$ cat config.mk
export PLATFORM = sky130hd
export DESIGN_NAME = elevator_car_ctrl
export DESIGN_NICKNAME = d
export VERILOG_FILES = /design/src/rtl/elevator_car_ctrl.sv
export SDC_FILE = /design/constraint.sdc
export NUM_CORES = 1
export LEC_CHECK = 0
export ABC_CLOCK_PERIOD_IN_PS = 3600
export BUFFER_PORTS_ARGS = -buffer_cell sky130_fd_sc_hd__buf_4
export CAP_MARGIN = 10
export CORE_MARGIN = 2
export CORE_UTILIZATION = 29
export DETAILED_ROUTE_END_ITERATION = 10
export PLACE_DENSITY = 0.43
export REMOVE_ABC_BUFFERS = 1
export SETUP_SLACK_MARGIN = 0.2
export SLEW_MARGIN = 20
export SYNTH_ARGS = -nofsm -noshare
export SYNTH_HDL_FRONTEND = slang
export SYNTH_SLANG_ARGS = --single-unit
export TNS_END_PERCENT = 100
$ cat constraint.sdc
create_clock -name clk -period 3.6 [get_ports clk]
set_input_delay 0 -clock clk [delete_from_list [all_inputs] [get_ports clk]]
set_output_delay 0 -clock clk [all_outputs]
set_load 0.02 [all_outputs]
$ cat src/rtl/elevator_car_ctrl.sv
// elevator_car_ctrl: 5-floor car controller producing the {A,B,C,D} position code
module elevator_car_ctrl #(
    parameter int MOVE_TICKS = 4,
    parameter int DOOR_TICKS = 3
) (
    input  logic       clk,
    input  logic       rst_n,
    input  logic [4:0] call,
    output logic       A,
    output logic       B,
    output logic       C,
    output logic       D,
    output logic [4:0] pending,
    output logic       moving_up,
    output logic       moving_down,
    output logic       door_open
);
    localparam logic [1:0] IDLE = 2'd0, MOVE_UP = 2'd1, MOVE_DN = 2'd2, DOOR = 2'd3;
    localparam int CW = $clog2((MOVE_TICKS > DOOR_TICKS ? MOVE_TICKS : DOOR_TICKS) + 1);
    localparam logic [CW-1:0] MOVE_LAST = CW'(MOVE_TICKS - 1);
    localparam logic [CW-1:0] DOOR_LAST = CW'(DOOR_TICKS - 1);
    logic [1:0] state, state_n;
    logic [2:0] cur, cur_n;
    logic [3:0] code, code_n;
    logic [CW-1:0] cnt, cnt_n;
    logic pref_up, pref_up_n;
    logic [4:0] served, cur_bit, above_mask;
    logic above, below;
    assign cur_bit = 5'b00001 << cur;
    assign above_mask = 5'b11110 << cur;
    assign above = |(pending & above_mask);
    assign below = |(pending & ~above_mask & ~cur_bit);
    // Decisions use the registered pending only; raw call is seen solely for door restart.
    always_comb begin
        state_n = state;
        cur_n = cur;
        cnt_n = cnt + 1'b1;
        pref_up_n = pref_up;
        served = '0;
        if (state == IDLE) begin
            cnt_n = '0;
            if (pending[cur]) begin
                state_n = DOOR;
                served = cur_bit;
            end else if (above && (pref_up || !below)) begin
                state_n = MOVE_UP;
                pref_up_n = 1'b1;
            end else if (below) begin
                state_n = MOVE_DN;
                pref_up_n = 1'b0;
            end
        end else if (state == DOOR) begin
            if (call[cur]) begin
                cnt_n = '0;
                served = cur_bit;
            end else if (cnt == DOOR_LAST) begin
                state_n = IDLE;
                cnt_n = '0;
            end
        end else if (cnt == MOVE_LAST) begin
            cnt_n = '0;
            cur_n = state == MOVE_UP ? cur + 3'd1 : cur - 3'd1;
            if (pending[cur_n]) begin
                state_n = DOOR;
                served = 5'b00001 << cur_n;
            end
        end
    end
    always_comb
        code_n = cur_n == 3'd1 ? 4'b0001 :
                 cur_n == 3'd2 ? 4'b0011 :
                 cur_n == 3'd3 ? 4'b0100 :
                 cur_n == 3'd4 ? 4'b0101 : 4'b0000;
    always_ff @(posedge clk) begin
        if (!rst_n) begin
            state <= IDLE;
            cur <= '0;
            code <= '0;
            cnt <= '0;
            pref_up <= 1'b1;
            pending <= '0;
        end else begin
            state <= state_n;
            cur <= cur_n;
            code <= code_n;
            cnt <= cnt_n;
            pref_up <= pref_up_n;
            pending <= (pending | call) & ~served;
        end
    end
    assign {A, B, C, D} = code;
    assign moving_up = state == MOVE_UP;
    assign moving_down = state == MOVE_DN;
    assign door_open = state == DOOR;
endmodule
* Word-level counts from Yosys, hierarchy flattened
Index checks and enable logic that the tools add are counted.
** Word-level totals
- Flip-flop bits (word level) :: 18
- Bits in latches :: 0
- Memory bits (writable) :: 0
- ROM bits :: 0
- Input port bits :: 7
- Output and inout bits :: 12
- Word-level logic and storage cells :: 89
- Memories kept :: 0
** Operators by class
- Add/sub/neg operators :: 3
- Multipliers :: 0
- Div/mod/pow operators :: 0
- Magnitude comparators :: 2
- Eq/ne operators :: 12
- Shift operators :: 3
- Muxes and demuxes :: 35
- Bitwise logic cells :: 10
- Reduce and logical (&&, ||, !) cells :: 15
** Operators by type and width (count)
- $mux W3 :: 10
- $mux W5 :: 6
- $and A5 B5 Y5 :: 4
- $mux W2 :: 10
- $not A5 Y5 :: 3
- $eq A3 B2 Y1 const B :: 4
- $reduce_or A5 Y1 :: 2
- $shl A1 B3 Y5 const A :: 2
- $bmux W1 S3 :: 3
- $lt A3 B4 Y1 const B :: 2
- $add A3 B1 Y3 const B :: 2
- $mux W1 :: 6
- $reduce_bool A3 Y1 :: 2
- $or A5 B5 Y5 :: 1
- $reduce_and A5 Y1 :: 1
- $shl A5 B3 Y5 const A :: 1
- $eq A2 B2 Y1 const B :: 2
- $ne A4 B2 Y1 const B :: 1
- $reduce_or A2 Y1 :: 2
- $reduce_or A4 Y1 :: 1
- $eq A3 B1 Y1 const B :: 1
- $eq A3 B3 Y1 const B :: 1
- $ne A3 B1 Y1 const B :: 1
- $ne A3 B3 Y1 const B :: 1
- other kinds (10) :: 11

* Longest topological paths before layout
Gate-level depths: netlist (run 1).
- Depth after elaboration :: 11
- Mapped depth :: 10
- Gate-level depth less buffers :: 9

* Worst setup path after synthesis (run 1)
No wires, ideal clock.
- Path type :: flip-flop to flip-flop
- Start :: register state[1]
- End :: register state[1]
- Setup time :: 0.070 ns
- Arrival time :: 2.298 ns
- Required time :: 3.530 ns
- Setup slack :: 1.232 ns
- Stages on the path, launching flop included :: 10
- Period minus slack after synthesis :: 2.368 ns
- Path through :: dfxtp_1 -> inv_1 -> ha_1 -> fa_1 -> mux4_2 -> mux2i_1 -> o21ai_1 -> o311ai_2 -> a311o_1 -> a21oi_1
** Between the ends
- Cells in the longest elaborated chain, start to end :: 6
- Elaborated cells between the ends (all ways) :: 14
- Classes of those cells :: eq/ne (5); mux (5); reduce/logical (4)
** Ends and longest elaborated chain
- start, declared :: line 22 : logic [1:0] state, state_n;
- start signal, assigned :: line 83 : state <= state_n;
- $eq A2 B1 Y1
- via moving_up :: line 14 : output logic moving_up,
- $mux W3 :: line 62 : cur_n = state == MOVE_UP ? cur + 3'd1 : cur - 3'd1;
- $bmux W1 S3 :: line 63 : if (pending[cur_n]) begin
- $mux W1 (implied by the code) :: line 63
- $reduce_bool A3 Y1 (no line)
- $reduce_and A5 Y1 (no line)
The timed path passes the listed nets, and every way through them passes these cells. The select of a mux whose other input is x is not followed.
A chain may end at the register's enable or synchronous reset.

* Final worst setup path (run 1)
- Start :: register cur[0]
- End :: register state[1]
** Between the ends
- Cells in the longest elaborated chain, start to end :: 11
- Elaborated cells between the ends (all ways) :: 28
- Classes of those cells :: add/sub (2); eq/ne (2); shift (2); mux (10); bitwise (5); reduce/logical (7)
** Ends and longest elaborated chain
- start, declared :: line 23 : logic [2:0] cur, cur_n;
- start signal, assigned :: line 84 : cur <= cur_n;
- parallel branches: the longest is 11 deep, another holds $shl A5 B3 Y5
Parallel ways; which one is timed is not known. The select of a mux whose other input is x is not followed.

==> results of run 1 <==
==> layout make-up <==
type	count	area (um^2)	share of cell area [%]
flip-flops and latches	17	340	22.5
clock inverters	1	5.00	0.331
inverters	16	60.1	3.98
repair buffers	17	128	8.45
clock buffers	3	41.3	2.73
well taps	52	65.1	4.31
multi-input cells	111	871	57.7
==> registers in the layout (all words and copies together) (netlist names) <==
| name | count |
|---|---|
| pending | 5 |
| cnt | 3 |
| code | 3 |
| cur | 3 |
| state | 2 |
| pref_up | 1 |
==> through the flow <==
| stage | total power, mW | worst slack (ns) | util (%) |
|---|---|---|---|
| 2_1_floorplan | 0.486 | 1.20 | - |
| 3_3_place_gp | 0.581 | 0.973 | 33.4 |
| 3_5_place_dp | 0.585 | 0.878 | 33.4 |
| 4_1_cts | 0.734 | 0.851 | 34.4 |
| 5_1_grt | 0.782 | 0.608 | 34.4 |
| 6_report | 0.722 | 0.863 | 34.4 |
==> critical path: cells and delay by family, from the launching register on <==
family | cells | cell delay, ns
AOI/OAI and AO/OA | 4 | 0.78
adders and majority gates | 1 | 0.61
buffers and inverters | 1 | 0.24
DFF | 1 | 0.76
muxes | 2 | 0.29
==> routing by layer <==
layer / vias up / global-route usage [%]
met4: 0 / 2.52
met2: 20 / 23.3
met1: 545 / 17.4
li1: 567 / -
met5: - / 0
met3: 2 / 3.66
==> kinds of logic (layout without fill, tap and decap cells) <==
kind of cell | after synthesis | in the layout
AND/OR/NAND/NOR | 42 | 42
AO/OA/AOI/OAI | 40 | 40
buffers and inverters | 22 | 37
flip-flops | 17 | 17
adder cells (fa/ha/maj) | 16 | 16
multiplexers | 8 | 8
XOR/XNOR | 4 | 4
other | 1 | 1
==> worst max path at each step <==
stage	start	endpoint	slack (ns)	cells after the start
4_1_cts	cur[0]	state[1]	0.85	8
6_report	cur[0]	state[1]	0.86	8
3_5_place_dp	cur[0]	state[1]	0.88	8
3_3_place_gp	cur[0]	state[1]	0.97	8
2_1_floorplan	cur[0]	state[1]	1.20	8
5_1_grt	cur[0]	state[1]	0.61	8
==> cell usage in the layout (no fill, tap or decap), types with 6 or more instances in the layout <==
master / instances
nor2_1: 15
inv_1: 14
o21ai_0: 6
mux2i_1: 7
buf_4: 17
dfxtp_1: 17
a21oi_1: 10
ha_1: 15
==> report_power, final <==
group          switching [mW]  leakage (nW)  internal (mW)
sequential             0.0321         0.139          0.212
clock                  0.0693        0.0255         0.0768
combinational           0.187         0.451          0.145
total                   0.288         0.616          0.434
==> impl_metrics.json, run 1 <==
{
  "post_dp_cell_area_mm2": 0.00146,
  "hold_slack_ns": 0.00796,
  "htree_levels": 1,
  "arrival_ns": 2.92,
  "crit_path_start_kind": "flop",
  "rsz0062_at_grt": "no",
  "overflow": 0,
  "setup_viol": 0,
  "antenna_found_initial": 0,
  "routed_wirelength_um": 3290,
  "grt_pass1_vias": 1122,
  "fin_skew_ns": 0.00337,
  "p_leak_nw": 0.616,
  "min_from": "rst_n",
  "yosys_warnings": 0,
  "synthTopCellsByCount": "17 x dfxtp_1, 15 x ha_1, 15 x nor2_1",
  "fmax_mhz": 365,
  "reg2reg_from": "cur[0]",
  "ant_nets": 0,
  "clock_latency_ns": 0.25,
  "slew_violations": 0,
  "cts_setup_buffers": 0,
  "required_ns": 3.79,
  "p_per_area_mw_per_mm2": 478,
  "holdPathEnd": "pref_up",
  "dp.cells": 213,
  "grt.total_usage_pct": 13.6,
  "grt_pass1_wl_um": 5490,
  "synth_top_family_by_area": "compound AO/OA/AOI/OAI gates",
  "clock_path_buffers": 2,
  "cts_made_buffers": 3,
  "place_congestion": 0.860,
  "drive_gt1_share_pct": 18.2,
  "synth_top_flop_cell": "dfxtp_1",
  "viasPerCell": 5.23,
  "instances_no_fill": 217,
  "synth_simple_gate_area_share_pct": 16.7,
  "dp_hpwl_um": 2520,
  "rows": 24,
  "slowest_delay_ns": 0.76,
  "status": "finished, final reports clean",
  "drt-initial-drc-count": 45,
  "routed.top_layer": "met4",
  "die_h_um": 71.8,
  "slowest_stage": "dfxtp_1",
  "fin_crit_ns": 2.74,
  "async_flop_share_pct": 0,
  "syn-cell-area_mm2": 0.00133,
  "muxShareOfSynthArea_pct": 6.95,
  "cts_tree": "yes",
  "synth_cell_type_count": 50,
  "clk_pin_slew_ns": 0.07,
  "drv_cap": 0,
  "io_pins": 19,
  "ys_seq_area_share_pct": 25.5,
  "period_share_pct": 76.0,
  "m1WireLength_um": 1520,
  "regToRegSetupSlack_ns": 0.86,
  "hold_buffers": 0,
  "syn_inst": 150,
  "first_pass_iters": 4,
  "chipWidth_um": 71.8,
  "n_fill_cell": 454,
  "grt_max_degree": 17,
  "synth_compound_area_share_pct": 22.0,
  "syn_avg_cell_area_um2": 8.88,
  "synth_xor_area_share_pct": 3.85,
  "endpoint_kind": "flop",
  "min_path_type": "in2reg",
  "slew_headroom_pct": 53.6,
  "coreArea_mm2": 0.00438,
  "drc_errors": 0,
  "cts_root_buffer": "clkbuf_8",
  "vias": 1134,
  "path_cells": "inv_2 -> fa_1 -> mux4_2 -> mux2i_1 -> o21ai_1 -> o311ai_2 -> a311o_1 -> a21oi_1",
  "synth_area_leaders": "dfxtp_1 26%, ha_1 14%, mux2i_1 5.3%",
  "final_area_mm2": 0.00151,
  "fin_nets": 189,
  "dieArea_mm2": 0.00515,
  "synth_top_area_cell": "dfxtp_1",
  "whs_path_depth": 2,
  "portBuffers": 17,
  "yosysMostFrequentCell": "dfxtp_1",
  "initial_core_util_pct": 30.4,
  "irDropWorstVdd_uv": 182,
  "setup_tns_ns": 0,
  "synth_fa_ha_area_share_pct": 15.6,
  "clock_sinks": 17,
  "tightest_slew_ns": 0.690,
  "synthToLayoutAreaGrowth_pct": 13.3,
  "route.met2.wl_um": 1580,
  "r2r-end": "state[1]",
  "cp_max_fo": 16,
  "cts_resized": 0,
  "worstSetupPathType": "reg2reg",
  "drt-wirelength-per-cell_um": 15.1,
  "netlist.area_leader.share_pct": 25.5,
  "hold_violations": 0,
  "antenna_cells": 0,
  "met3_length_um": 161,
  "synth-seq-cells": 17,
  "synth-edff-count": 0,
  "r2r_cells": 8
}
Note: power is estimated with default switching activity, not from simulation.
==> run 2: changes to the inputs <==
--- a/config.mk
+++ b/config.mk
@@ -5,7 +5,8 @@
 export SDC_FILE = /design/constraint.sdc
 export NUM_CORES = 1
 export LEC_CHECK = 0
-export ABC_CLOCK_PERIOD_IN_PS = 3600
+export ABC_AREA = 1
+export ABC_CLOCK_PERIOD_IN_PS = 2830
 export BUFFER_PORTS_ARGS = -buffer_cell sky130_fd_sc_hd__buf_4
 export CAP_MARGIN = 10
 export CORE_MARGIN = 2
==> constraint.sdc (replaced) <==
create_clock -name clk -period 2.83 [get_ports clk]
set_input_delay 0 -clock clk [delete_from_list [all_inputs] [get_ports clk]]
set_output_delay 0 -clock clk [all_outputs]
set_load 0.02 [all_outputs]
==> impl_metrics.json, run 2 <==
{
  "status": "finished, final reports clean",
  "tightest_slew_ns": 0.555,
  "setup_tns_ns": 0,
  "ant_nets": 0,
  "grt_pass1_vias": 1330,
  "viasPerCell": 4.53,
  "overflow": 0,
  "required_ns": 2.99,
  "grt.total_usage_pct": 16.1,
  "synth_cell_type_count": 28,
  "p_leak_nw": 0.826,
  "min_path_type": "in2reg",
  "dp.cells": 300,
  "period_share_pct": 79.7,
  "drive_gt1_share_pct": 19.4,
  "fin_nets": 261,
  "setup_viol": 0,
  "clk_pin_slew_ns": 0.08,
  "slowest_stage": "fa_1",
  "irDropWorstVdd_uv": 190,
  "post_dp_cell_area_mm2": 0.00162,
  "syn_avg_cell_area_um2": 6.55,
  "most-common-layout-cells": "60 x nand2_1, 27 x nor2_1, 21 x inv_1",
  "p_per_area_mw_per_mm2": 614,
  "hold_violations": 0,
  "worstSetupPathType": "reg2reg",
  "clkPwrFrac_pct": 18.8,
  "rsz0062_at_grt": "no",
  "initial_core_util_pct": 30.3,
  "slew_headroom_pct": 63.0,
  "dieArea_mm2": 0.00555,
  "io_pins": 19,
  "endpoint_kind": "flop",
  "clock_path_buffers": 2,
  "hold_slack_ns": 0.0344,
  "async_flop_share_pct": 0,
  "drt-initial-drc-count": 86,
  "die_h_um": 74.5,
  "dp_hpwl_um": 3060,
  "ys_seq_area_share_pct": 23.6,
  "vias": 1376,
  "slowest_delay_ns": 0.52,
  "first_pass_iters": 4,
  "drc_errors": 0,
  "netlist.area_leader.share_pct": 23.6,
  "syn-cell-area_mm2": 0.00144,
  "switching_share_pct": 45.8,
  "final_area_mm2": 0.00167,
  "antenna_found_initial": 0,
  "worst_slack_ns": 0.573,
  "synth_top_area_cell": "dfxtp_1",
  "drv_cap": 0,
  "slew_violations": 0,
  "yosys_warnings": 0,
  "synth_area_leaders": "dfxtp_1 24%, nand2_1 16%, ha_1 13%",
  "largest_reg_flops": 5,
  "grt_max_degree": 15,
  "coreArea_mm2": 0.00475,
  "intPower_mw": 0.554,
  "n_fill_cell": 561,
  "syn_inst": 220,
  "cts_resized": 0,
  "clock_latency_ns": 0.26,
  "synth_top_flop_cell": "dfxtp_1",
  "drt-wirelength-per-cell_um": 13.0,
  "grt_pass1_wl_um": 6670,
  "fmax_mhz": 443,
  "synthTopCellsByCount": "60 x nand2_1, 27 x nor2_1, 21 x inv_1",
  "chipWidth_um": 74.5,
  "portBuffers": 17,
  "rows": 25,
  "fin_skew_ns": 0.00570,
  "yosysMostFrequentCell": "nand2_1",
  "cts_setup_buffers": 0,
  "crit_path_start_kind": "flop",
  "cp_max_fo": 5,
  "synth-edff-count": 0,
  "place_congestion": 0.830,
  "path_cells": "inv_1 -> ha_1 -> fa_1 -> inv_1 -> o21ai_1 -> o21ai_2 -> nand3_1 -> nand3_1 -> nand3_2 -> nor2_1 -> nor2_1",
  "place_ws_ns": 0.606,
  "cts_root_buffer": "clkbuf_8",
  "fin_crit_ns": 2.26,
  "multi_input_area_um2": 943,
  "clock_sinks": 17,
  "cts_made_buffers": 3,
  "ff_latch_area_um2": 340,
  "hold_buffers": 0,
  "largest_register": "pending",
  "synth-seq-cells": 17,
  "htree_levels": 1,
  "combPwrFrac_pct": 50.9,
  "cts_tree": "yes",
  "instances_no_fill": 304,
  "routed_wirelength_um": 3960,
  "arrival_ns": 2.42,
  "synthToLayoutAreaGrowth_pct": 15.7,
  "switchingPower_mw": 0.469,
  "seqPwrFrac_pct": 30.3,
  "antenna_cells": 0,
  "final_common_cell": "nand2_1"
}
==> run 2: cell count changes in the layout (fill, tap and decap cells not counted), moves of 5 or more <==
| cell | change |
|---|---|
| inv_1 | +7 |
| inv_2 | +5 |
| mux2i_1 | -7 |
| nand2_1 | +57 |
| nand2_2 | +5 |
| nand3_1 | +17 |
| nor2_1 | +12 |
| o21ai_2 | +5 |
==> run 2: cell families after synthesis <==
group,count (synthesis),synth area share (%)
flops,17,23.6
fa+ha+maj,16,14.4
other cells,1,0.260
xor+xnor,1,0.608
compound gates,24,10.6
simple gates,127,39.6
buf+inv,34,10.9
==> run 2: area by class of cell <==
type	count	area share (%)
sequential	17	20.4
inverter	28	6.61
timing repair buffer	19	8.56
clock buffer	3	2.48
clock inverter	1	0.300
multi-input combinational	169	56.6
tap	67	5.03
==> run 2: path summary, 6_finish.rpt <==
kind	startpoint	depth (start not counted)	slack (ns)	to
setup / recovery	state[1]	11	0.57	state[1]
hold reg to reg	pref_up	2	0.50	pref_up
setup reg to reg	state[1]	11	0.57	state[1]
hold / removal	rst_n	2	0.03	pref_up
==> run 2: power by group through the flow <==
stage | registers (mW) | logic, mW | clock network (mW)
CTS | 0.311 | 0.526 | 0.206
finish | 0.310 | 0.521 | 0.193
global placement | 0.317 | 0.533 | 0
floorplan | 0.320 | 0.367 | 0
detailed placement | 0.317 | 0.523 | 0
global route | 0.318 | 0.597 | 0.217
==> run 2: worst max-delay path, delay by kind of cell (launching register included) <==
| kind | cells | cell delay [ns] |
|---|---|---|
| flip-flops | 1 | 0.38 |
| AND/OR/NAND/NOR | 5 | 0.48 |
| AO/OA/AOI/OAI | 2 | 0.31 |
| buffers and inverters | 2 | 0.22 |
| adder cells (fa/ha/maj) | 2 | 0.77 |
==> run 2: through the flow <==
stage	power (mW)	utilization, %
4_1_cts	1.04	35.1
6_report	1.02	35.1
3_3_place_gp	0.850	34.1
3_5_place_dp	0.839	34.1
2_1_floorplan	0.687	-
5_1_grt	1.13	35.1
==> run 2: per-layer routing <==
layer	routed length, um	part of all wire [%]	vias to the layer above	GRT usage, %
li1	-	-	733	-
met1	1990	50	613	22.9
met2	1810	46	28	26.0
met3	137	3.5	2	2.03
met4	22	0.56	0	3.57
met5	0	0	-	0
